### config.mk
export PLATFORM = sky130hd
export DESIGN_NAME = ttc_tx_serializer
export DESIGN_NICKNAME = d
export VERILOG_FILES = /design/src/rtl/ttc_tx_serializer.sv
export SDC_FILE = /design/constraint.sdc
export NUM_CORES = 1
export LEC_CHECK = 0
export CORE_MARGIN = 2
export CORE_UTILIZATION = 45
export DETAILED_ROUTE_END_ITERATION = 10
export PLACE_DENSITY = 0.77
export SYNTH_ARGS = -nofsm -noshare
export SYNTH_HDL_FRONTEND = slang
export SYNTH_SLANG_ARGS = --single-unit
### constraint.sdc
create_clock -name clk2x -period 4.55 [get_ports clk2x]
set_input_delay 0.6825 -clock clk2x [delete_from_list [all_inputs] [get_ports clk2x]]
set_output_delay 0.6825 -clock clk2x [all_outputs]
set_load 0.05 [all_outputs]
### src/rtl/ttc_tx_serializer.sv
// ttc_tx_serializer: TTC link transmitter emitting back-to-back MSB-first frames (sync header + 16-bit payload).
// Optional feature macro TTC_TX_PARITY_EN appends an even-parity bit over the payload to every frame.
module ttc_tx_serializer #(
  parameter int unsigned BIT_DIV   = 4,
  parameter logic [3:0]  SYNC_PAT  = 4'b1100,
  parameter logic [15:0] IDLE_WORD = 16'h0000
) (
  input  logic        clk2x,
  input  logic        rst,
  input  logic        enable,
  input  logic [15:0] word_in,
  input  logic        word_valid,
  output logic        word_ready,
  output logic        serial_out,
  output logic        frame_start,
  output logic        busy,
  output logic [15:0] idle_cnt
);

  localparam int unsigned SYNC_BITS = 4;
  localparam int unsigned DATA_BITS = 16;
`ifdef TTC_TX_PARITY_EN
  localparam int unsigned FRAME_BITS = SYNC_BITS + DATA_BITS + 1;
`else
  localparam int unsigned FRAME_BITS = SYNC_BITS + DATA_BITS;
`endif
  localparam int unsigned DIV_W = 4;
  localparam int unsigned BIT_W = 5;

  typedef enum logic [2:0] {
    ST_OFF,
    ST_LOAD,
    ST_SYNC,
    ST_DATA,
    ST_PAR
  } state_e;

  state_e                  state_q;
  logic [DIV_W-1:0]        div_cnt_q;
  logic [BIT_W-1:0]        bit_cnt_q;
  logic [FRAME_BITS-1:0]   sr_q;
  logic                    serial_q;
  logic                    frame_start_q;
  logic                    word_ready_q;
  logic                    busy_q;
  logic [15:0]             idle_cnt_q;

  logic [15:0]             payload_d;
  logic [FRAME_BITS-1:0]   sr_load_d;
  logic [15:0]             idle_cnt_d;
  logic [BIT_W-1:0]        bit_nxt_d;
  state_e                  seg_nxt_d;
  logic                    last_div;
  logic                    pre_last_div;
  logic                    last_bit;

  // Frame image, saturating idle counter and segment of the upcoming bit.
  always_comb begin
    payload_d  = word_valid ? word_in : IDLE_WORD;
`ifdef TTC_TX_PARITY_EN
    sr_load_d  = {SYNC_PAT, payload_d, ^payload_d};
`else
    sr_load_d  = {SYNC_PAT, payload_d};
`endif
    idle_cnt_d = (idle_cnt_q == 16'hFFFF) ? idle_cnt_q : idle_cnt_q + 16'd1;
    bit_nxt_d  = bit_cnt_q + BIT_W'(1);
    if (bit_nxt_d < BIT_W'(SYNC_BITS)) begin
      seg_nxt_d = ST_SYNC;
    end else if (bit_nxt_d < BIT_W'(SYNC_BITS + DATA_BITS)) begin
      seg_nxt_d = ST_DATA;
    end else begin
      seg_nxt_d = ST_PAR;
    end
  end

  assign last_div     = (div_cnt_q == DIV_W'(BIT_DIV - 1));
  assign pre_last_div = (div_cnt_q == DIV_W'(BIT_DIV - 2));
  assign last_bit     = (bit_cnt_q == BIT_W'(FRAME_BITS - 1));

  // LOAD occupies the final cycle of the previous frame's last bit, so the
  // decision to continue is taken one cycle earlier, on pre_last_div.
  always_ff @(posedge clk2x or posedge rst) begin
    if (rst) begin
      state_q       <= ST_OFF;
      div_cnt_q     <= '0;
      bit_cnt_q     <= '0;
      sr_q          <= '0;
      serial_q      <= 1'b0;
      frame_start_q <= 1'b0;
      word_ready_q  <= 1'b0;
      busy_q        <= 1'b0;
      idle_cnt_q    <= '0;
    end else begin
      frame_start_q <= 1'b0;
      word_ready_q  <= 1'b0;
      unique case (state_q)
        ST_OFF: begin
          serial_q <= 1'b0;
          if (enable) begin
            state_q      <= ST_LOAD;
            word_ready_q <= 1'b1;
            busy_q       <= 1'b1;
          end
        end
        ST_LOAD: begin
          sr_q          <= sr_load_d;
          serial_q      <= sr_load_d[FRAME_BITS-1];
          frame_start_q <= 1'b1;
          div_cnt_q     <= '0;
          bit_cnt_q     <= '0;
          state_q       <= ST_SYNC;
          if (!word_valid) begin
            idle_cnt_q <= idle_cnt_d;
          end
        end
        default: begin
          if (last_div) begin
            div_cnt_q <= '0;
            if (last_bit) begin
              // Only reached when enable was low at the continue decision.
              state_q   <= ST_OFF;
              serial_q  <= 1'b0;
              busy_q    <= 1'b0;
              bit_cnt_q <= '0;
              sr_q      <= '0;
            end else begin
              bit_cnt_q <= bit_nxt_d;
              sr_q      <= sr_q << 1;
              serial_q  <= sr_q[FRAME_BITS-2];
              state_q   <= seg_nxt_d;
            end
          end else begin
            div_cnt_q <= div_cnt_q + DIV_W'(1);
            if (last_bit && pre_last_div && enable) begin
              state_q      <= ST_LOAD;
              word_ready_q <= 1'b1;
            end
          end
        end
      endcase
    end
  end

  assign word_ready  = word_ready_q;
  assign serial_out  = serial_q;
  assign frame_start = frame_start_q;
  assign busy        = busy_q;
  assign idle_cnt    = idle_cnt_q;

endmodule

==> flow_summary.yaml <==
status:
  status: "finished, final reports clean"
floorplanning:
  vertical_die_dimension_um: 77.7
  core_region_area_um2: 5170
  initial_core_util_pct: 47.3
  row_count: 26
  io-pin-count: 40
  chipWidth_um: 77.7
  floorplan.die_area_um2: 6040
routing:
  detailedRoute.firstPassIterationCount: 4
  vias_per_cell: 5.59
  vias: 1974
  detail-route-antenna-nets: 0
  first_iter_violations: 186
  route.detailed.wl_per_inst_um: 14.5
  drt_drc_violations_left: 0
  routed_wirelength_mm: 5.10
logic_synthesis:
  flops_latches_synth: 51
  seq_area_frac_synth_pct: 52.2
  dominant_combinational_cell_family_by_area_after_synthesis: "simple AND/OR/NAND/NOR gates"
  synthXorXnorAreaFrac_pct: 6.80
  synth_compound_area_share_pct: 13.1
  synthMuxAreaShare_pct: 0.921
  synth_area_per_cell_um2: 10.0
  synth-edff-count: 0
  postSynth.asyncResetShare_pct: 100
  netlist-cell-type-count: 45
  post_synth_instance_area_um2: 2450
  yosys_most_used_dff: "sky130_fd_sc_hd__dfrtp_1"
  post_synth_fa_ha_maj_area_fraction_pct: 2.05
  synth_fp_nets: 268
  synth_warnings: 0
  synthSimpleGateAreaFrac_pct: 22.5
  postSynthCellCount: 244
placed_design:
  finalWeightedCongestion: 0.856
  detailedPlacementHpwl_mm: 3.54
  dpl_cell_area_um2: 2900
  placed_cells: 345
  port-buffer-count: 39
clock_tree:
  cts-root-to-sink-buffers: 2
  cts.reportedPaths.clkPinSlew_ns: 0.10
  cts_hold_buffers: 0
  cts_num_sinks: 51
  post-cts-setup-buffers: 0
  cts_max_level: 2
  cts.root.buffer_cell: "sky130_fd_sc_hd__clkbuf_8"
  post_cts.resized_instances: 0
  source_to_sink_clock_delay_at_the_later_pin_of_the_worst_skew_pair_ns: 0.30
  cts_tree: "yes"
  numCtsBuffers: 5
sta:
  timing_worst_slew_pin_value_ns: 1.03
  max_clock_freq_mhz: 433
  slew_headroom_pct: 31.1
  setup_viol: 0
  setup_repair_after_global_routing_missed_its_margin: "false"
  timing.final.max_slew_violations: 0
  setup_total_negative_slack_ns: 0
  final_number_of_hold_violating_endpoints: 0
  whs_ns: 0.510
  final.min_clock_period_ns: 2.31
  finalCritPeriodShare_pct: 50.8
  clock-skew-final_ns: 0.0118
worst_setup_path:
  cp_slowest_cell: "sky130_fd_sc_hd__clkdlybuf4s50_1"
  cp.arrival_ns: 1.63
  worst_r2r_path_depth: 5
  bufs_and_invs_on_worst_path: 1
  critical_path.max_fanout: 4
  worstReg2RegStart: "idle_cnt[0]"
  cp_top_family: "buffers and inverters"
  start_kind: "flip-flop"
  critical_path.endpoint_type: "primary output"
  reg2reg_to: "idle_cnt[11]"
  worst_path_largest_cell_delay_ns: 0.84
  critical_path_required_ns: 3.87
  r2r_slack_ns: 2.54
  worstPathCellList: "clkdlybuf4s50_1"
  crit_type: "flip-flop to primary output"
global_route:
  grt_use_total_pct: 18.1
  grt.overflow.total: 0
  maximum_number_of_pins_on_one_net_before_global_route_repair: 52
  antenna_violations_before_repair: 0
  grt_pass1_wl_mm: 8.73
  grt_pass1_vias: 1913
finish:
  finish.cell_count_without_fillers: 353
  n_fill_cell: 442
  antenna_cells_inserted: 0
  area_growth_pct: 23.0
  final_core_util_pct: 58.2
  finish.net_count: 306
  post_route_cells_drive_above_1_share_pct: 8.13
  post-route-cell-area_um2: 3010
power_and_ir_drop:
  power_per_cell_area_nw_per_um2: 532
  total_leakage_power_nw: 1.25
  vdd_drop_max_v: 0.000280
flow_run:
  max-cap-violations: 0
hold_path:
  timing.hold.worst_endpoint: "sr_q[0]"
  min_from: "sr_q[0]"
  hold_class: "flip-flop to flip-flop"
  timing.hold.worst_path_depth: 1
==> layer usage <==
| layer | GRT usage (%) | vias to the layer above | part of all wire [%] |
|---|---|---|---|
| li1 | - | 951 | - |
| met1 | 23.7 | 957 | 45 |
| met2 | 29.1 | 60 | 48 |
| met3 | 4.53 | 6 | 5.5 |
| met4 | 6.61 | 0 | 1.5 |
| met5 | 0 | - | 0 |
==> cell usage in the layout, fill, tap and decap left out, types with 2 or more instances in the layout <==
cell                              instances
sky130_fd_sc_hd__nand4_1                  8
sky130_fd_sc_hd__nor2_2                   3
sky130_fd_sc_hd__a31oi_1                  4
sky130_fd_sc_hd__clkbuf_8                 5
sky130_fd_sc_hd__a221oi_1                11
sky130_fd_sc_hd__mux2_2                   2
sky130_fd_sc_hd__dfrtp_1                 51
sky130_fd_sc_hd__nand3_1                 13
sky130_fd_sc_hd__clkdlybuf4s50_1         39
sky130_fd_sc_hd__inv_2                    2
sky130_fd_sc_hd__and3_1                   3
sky130_fd_sc_hd__nor3b_1                  2
sky130_fd_sc_hd__o21ai_0                  8
sky130_fd_sc_hd__nor4_1                   2
sky130_fd_sc_hd__xnor2_1                 11
sky130_fd_sc_hd__inv_1                    4
sky130_fd_sc_hd__a22o_1                   4
sky130_fd_sc_hd__nand2_1                 22
sky130_fd_sc_hd__nor3_1                   5
sky130_fd_sc_hd__xor2_1                   8
sky130_fd_sc_hd__ha_1                     4
sky130_fd_sc_hd__nor2_1                  37
sky130_fd_sc_hd__a21oi_1                  9
==> layout make-up <==
| type | instances | area [um2] | area share, % |
|---|---|---|---|
| clock buffers | 5 | 68.8 | 2.29 |
| multi-input cells | 178 | 1110 | 36.9 |
| inverters | 6 | 22.5 | 0.749 |
| well taps | 70 | 87.6 | 2.91 |
| repair buffers | 40 | 398 | 13.2 |
| flip-flops and latches | 51 | 1280 | 42.4 |
| clock inverters | 3 | 43.8 | 1.46 |
==> cell usage after synthesis (all sizes together) (2+ instances only) <==
library cell,count,area share [%]
a21oi,9,1.8
a31oi,4,1.0
dfrtp,51,52
nor4,3,1.0
clkbuf,7,1.1
a221oi,11,3.9
nor2,41,6.9
nor3,5,1.0
a22o,4,1.4
nand3,14,3.4
nand4,8,2.0
o21ai,8,1.6
ha,4,2.0
mux2,2,0.92
buf,2,0.41
xnor2,11,3.9
inv,6,0.92
nor3b,2,0.61
nand2,22,3.4
and3,4,1.2
xor2,8,2.9
==> report_power, final <==
group          switching, W  internal [W]
logic              0.000354      0.000226
registers          0.000115      0.000592
clock network      0.000149      0.000164
==> kinds of logic (layout without fill, tap and decap cells) <==
kind of cell,after synthesis,in the layout
simple gates,108,108
fa+ha+maj,4,4
flops,51,51
xor+xnor,19,19
mux,2,2
buf+inv,15,54
compound gates,45,45
==> sequential cells by signal, indices dropped and copies added (netlist names) <==
register	flops
bit_cnt_q	5
busy	1
div_cnt_q	4
frame_start	1
idle_cnt	16
serial_out	1
sr_q	19
state_q	3
word_ready	1
==> worst max path at each step <==
stage	from	endpoint	slack [ns]	cells after the start
floorplan	idle_cnt[0]	idle_cnt[11]	2.31	6
finish	idle_cnt[8]	idle_cnt[8]	2.24	1
CTS	idle_cnt[8]	idle_cnt[8]	2.24	1
global route	idle_cnt[8]	idle_cnt[8]	2.18	1
global placement	word_valid	idle_cnt[1]	2.00	4
detailed placement	word_valid	idle_cnt[1]	1.97	4
==> per-stage QoR <==
| step | power [W] | setup slack (ns) |
|---|---|---|
| floorplan | 0.00112 | 2.31 |
| global placement | 0.00127 | 2.00 |
| detailed placement | 0.00129 | 1.97 |
| CTS | 0.00161 | 2.24 |
| global route | 0.00172 | 2.18 |
| finish | 0.00160 | 2.24 |
No activity file was read; power rests on OpenSTA's default activity.
